`src/rtl/encoder8x3_scan.sv`:
```
// Sequential 8-to-3 encoder: accepts a vector and emits the index of every set
// bit, lowest first, one index per output handshake.
module encoder8x3_scan #(
  parameter int N = 8,  // vector width, must equal 2**W
  parameter int W = 3   // index width
) (
  input  logic         clk,
  input  logic         reset,
  input  logic [N-1:0] d,
  input  logic         in_valid,
  output logic         in_ready,
  output logic [W-1:0] i,
  output logic         out_valid,
  input  logic         out_ready,
  output logic         last,
  output logic         zero
);

  typedef enum logic {S_IDLE, S_SCAN} state_t;

  state_t       r_state;
  logic [N-1:0] r_p;
  logic [W-1:0] r_i;
  logic         r_last;
  logic         r_out_valid;
  logic         r_zero;

  logic         w_accept;
  logic         w_out_xfer;
  logic [N-1:0] w_p_next;

  // Position of the least-significant set bit; 0 for an all-zero vector.
  function automatic logic [W-1:0] lsb_index(input logic [N-1:0] v);
    logic [W-1:0] idx;
    idx = '0;
    for (int k = N - 1; k >= 0; k--) begin
      if (v[k]) idx = W'(k);
    end
    return idx;
  endfunction

  function automatic logic at_most_one_bit(input logic [N-1:0] v);
    return (v & (v - N'(1))) == '0;
  endfunction

  assign in_ready   = (r_state == S_IDLE) && !reset;
  assign w_accept   = in_valid && in_ready;
  assign w_out_xfer = r_out_valid && out_ready;
  // Clearing the lowest set bit of p drops exactly the index being emitted.
  assign w_p_next   = r_p & (r_p - N'(1));

  // NOTE: all state is updated with non-blocking assignments so every register
  // samples the pre-edge values, independent of statement order.
  always_ff @(posedge clk) begin
    if (reset) begin
      r_state     <= S_IDLE;
      r_p         <= '0;
      r_i         <= '0;
      r_last      <= 1'b0;
      r_out_valid <= 1'b0;
      r_zero      <= 1'b0;
    end else begin
      r_zero <= 1'b0;
      unique case (r_state)
        S_IDLE: begin
          if (w_accept) begin
            if (d != '0) begin
              r_p         <= d;
              r_i         <= lsb_index(d);
              r_last      <= at_most_one_bit(d);
              r_out_valid <= 1'b1;
              r_state     <= S_SCAN;
            end else begin
              r_zero <= 1'b1;
            end
          end
        end
        S_SCAN: begin
          if (w_out_xfer) begin
            if (r_last) begin
              r_p         <= '0;
              r_last      <= 1'b0;
              r_out_valid <= 1'b0;
              r_state     <= S_IDLE;
            end else begin
              r_p    <= w_p_next;
              r_i    <= lsb_index(w_p_next);
              r_last <= at_most_one_bit(w_p_next);
            end
          end
        end
        default: r_state <= S_IDLE;
      endcase
    end
  end

  assign i         = r_i;
  assign last      = r_last;
  assign out_valid = r_out_valid;
  assign zero      = r_zero;

endmodule

```
`config.mk`:
```
export PLATFORM = sky130hd
export DESIGN_NAME = encoder8x3_scan
export DESIGN_NICKNAME = d
export VERILOG_FILES = /design/src/rtl/encoder8x3_scan.sv
export SDC_FILE = /design/constraint.sdc
export NUM_CORES = 1
export LEC_CHECK = 0
export CAP_MARGIN = 10
export CORE_MARGIN = 5
export CORE_UTILIZATION = 56
export DETAILED_ROUTE_END_ITERATION = 8
export PLACE_DENSITY = 0.95
export SETUP_SLACK_MARGIN = 0.5
export SLEW_MARGIN = 20
export SYNTH_ARGS = -nofsm -noshare
export SYNTH_HDL_FRONTEND = slang
export SYNTH_SLANG_ARGS = --single-unit
```
`constraint.sdc`:
```
create_clock -name clk -period 4.8 [get_ports clk]
set_input_delay 0.96 -clock clk [delete_from_list [all_inputs] [get_ports clk]]
set_output_delay 0.96 -clock clk [all_outputs]
set_load 0.01 [all_outputs]
```
==> metrics.cfg <==
[sta]
slew_violations = 0
min_period_ns = 3.40
relSlewSlack_pct = 49.0
tightestPinTransition_ns = 0.758
fin_skew_ns = 0.0108
fmax_mhz = 294
period_share_pct = 70.8
rsz0062_at_grt = false
hold_viol_final = 0
finalSetupTns_ns = 0
finalSetupViolCount = 0

[die]
rows = 16
start_util_pct = 57.6
core_area_mm2 = 0.00192
dieWidth_um = 54.5
fp.dieArea_mm2 = 0.00297
dieHeight_um = 54.5
io_pins = 19

[synth]
yosysWarningCount = 0
synth.avg_cell_area_um2 = 7.28
synth.area.top_cells = dfxtp_1 27%, a21oi_1 8.6%, nor2_1 6.4%
async_flop_share_pct = 0
synth_edf_count = 0
synth_top_cell_by_area = dfxtp_1
synth_fp_nets = 164
syn_area_mm2 = 0.00111
ys_types = 43
syn-instance-count = 152
ys_ff_latch = 15
synth_top_area_share_pct = 27.1
seq_area_frac_synth_pct = 27.1
yosys_most_used_dff = dfxtp_1

[cells_and_area]
area_growth_pct = 14.3
final_cell_area_mm2 = 0.00127
fin_nets = 175
stdcell_count = 189
num_antenna_cells = 0
drive_gt1_share_pct = 7.41
layout_common_cells = 19 x nor2_1, 19 x a21oi_1, 18 x clkdlybuf4s50_1

[detailed_routing]
via_count = 1115
routed_via_density = 5.90
drt-pass1-iter-count = 4
antenna_left = 0
routed_wl_mm = 2.56
wl_per_cell_um = 13.5
drt_iter0_drc = 34
drc = 0

[clocking]
clk_path_buf_depth = 2
post_cts_buffers = 0
clock-sinks = 15
numCtsBuffers = 3
cts_tree = yes
cts_hold_buf = 0
clk_pin_slew_ns = 0.09
h-tree-depth = 1
cts-root-buf = clkbuf_4
insertion_delay_ns = 0.29
ctsResizeCount = 0

[setup_path]
cp_num_cells = 3
critPathBufInv = 2
crit_slowest_cell = clkdlybuf4s50_1
reg2reg_to = i[2]
cp-end-kind = output port
start_kind = input port
worstPathCellList = clkdlybuf4s50_1, nor2_1, clkdlybuf4s50_1
worst-setup-path-type = in -> out
cpMostUsedCell = clkdlybuf4s50_1
r2r_cells = 5
cp_max_fo = 16
required_ns = 3.84
cpLargestDelayFamily = buffers and inverters
r2r_start = r_state
r2r_setup_slack_ns = 2.55
critPathArrivalTime_ns = 2.44
critPathMaxStageDelay_ns = 0.70

[power_and_ir_drop]
power_density_mw_per_mm2 = 241
p_int_uw = 206
peakVddDrop_uv = 138
clockPowerShare_pct = 23.4
combPwrFrac_pct = 28.4
p_leak_nw = 0.413
swShare_pct = 32.4
power_uw = 305
seq_power_share_pct = 48.2
p_sw_uw = 98.7

[placement]
place_congestion = 0.864
io_buffers = 18
dp.cells = 185
post_dp_cell_area_mm2 = 0.00124
dp_hpwl_mm = 1.95

[global_route]
grt_max_degree = 17
gr-total-overflow = 0
antenna_found_initial = 0
grt_pass1_wl_mm = 4.33
grt_pass1_vias = 991
track_usage_pct = 19.8

[min_path]
min-delay-start = i[0]
min_to = i[0]
hp-class = reg -> reg
hold_depth = 2

[outcome]
status = complete, no violations

[run]
drv_cap = 0

[per-layer routing]
| layer | GRT usage (%) | vias up | part of all wire [%] |
|---|---|---|---|
| met5 | 0 | - | 0 |
| met4 | 8.30 | 0 | 1.6 |
| met3 | 3.27 | 4 | 5.8 |
| met2 | 30.9 | 40 | 46 |
| met1 | 26.7 | 493 | 46 |
| li1 | - | 578 | - |
[cell type report]
type	count	area (um^2)
multi-input combinational	120	706
fill	169	656
sequential	15	300
timing repair buffer	18	180
tap	27	33.8
clock buffer	3	22.5
inverter	5	18.8
clock inverter	1	5.00
[flip-flops by register name, summed over array words and instances, names as in the netlist]
name / flops
zero: 1
last: 1
r_state: 1
i: 3
r_p: 8
out_valid: 1
[cells in the mapped netlist, types with 2 or more instances]
cell / number
a21oi_1: 19
nor2_1: 19
nand2_1: 16
dfxtp_1: 15
o21ai_0: 14
nor3_1: 7
inv_1: 5
buf_6: 4
nor4_1: 4
a31oi_1: 3
and3_1: 3
buf_2: 3
clkbuf_1: 3
nor2b_1: 3
a211oi_1: 2
a311oi_1: 2
maj3_1: 2
nand3_1: 2
o31ai_1: 2
[how the worst max path moves through the flow]
stage / start / endpoint / slack [ns]
6_report: reset / in_ready / 1.40
5_1_grt: reset / in_ready / 1.31
4_1_cts: reset / in_ready / 1.39
3_5_place_dp: reset / i[2] / 1.32
3_3_place_gp: reset / in_ready / 1.43
2_1_floorplan: reset / i[1] / 2.24
[per-stage QoR]
stage	setup WS, ns	util [%]	hold WS (ns)
3_5_place_dp	1.32	64.5	0.519
4_1_cts	1.39	65.9	0.541
2_1_floorplan	2.24	-	0.518
3_3_place_gp	1.43	64.5	0.485
6_report	1.40	65.9	0.541
5_1_grt	1.31	65.9	0.561
[power by group through the flow]
stage | sequential (mW) | clock, mW | combinational, mW
floorplan | 0.142 | 0 | 0.0675
global placement | 0.149 | 0 | 0.0842
detailed placement | 0.149 | 0 | 0.0861
CTS | 0.147 | 0.0728 | 0.0866
global route | 0.149 | 0.0786 | 0.0959
finish | 0.147 | 0.0712 | 0.0867
[tightest hold or removal path: cells and delay by family, from the launching register on]
| family | cells | cell delay, ns |
|---|---|---|
| DFF | 1 | 0.33 |
| and+or+nand+nor | 1 | 0.11 |
| AOI/OAI and AO/OA | 1 | 0.06 |
[kinds of logic (layout without fill, tap and decap cells)]
kind of cell               after synthesis  after routing  synth area share [%]
AOI/OAI and AO/OA                       55             55                  33.2
adders and majority gates                3              3                  2.82
xor gates and xnor gates                 2              2                  1.58
DFF                                     15             15                  27.1
and+or+nand+nor                         60             60                  26.1
buffers and inverters                   17             27                  9.15
No activity file was read; power rests on OpenSTA's default activity.
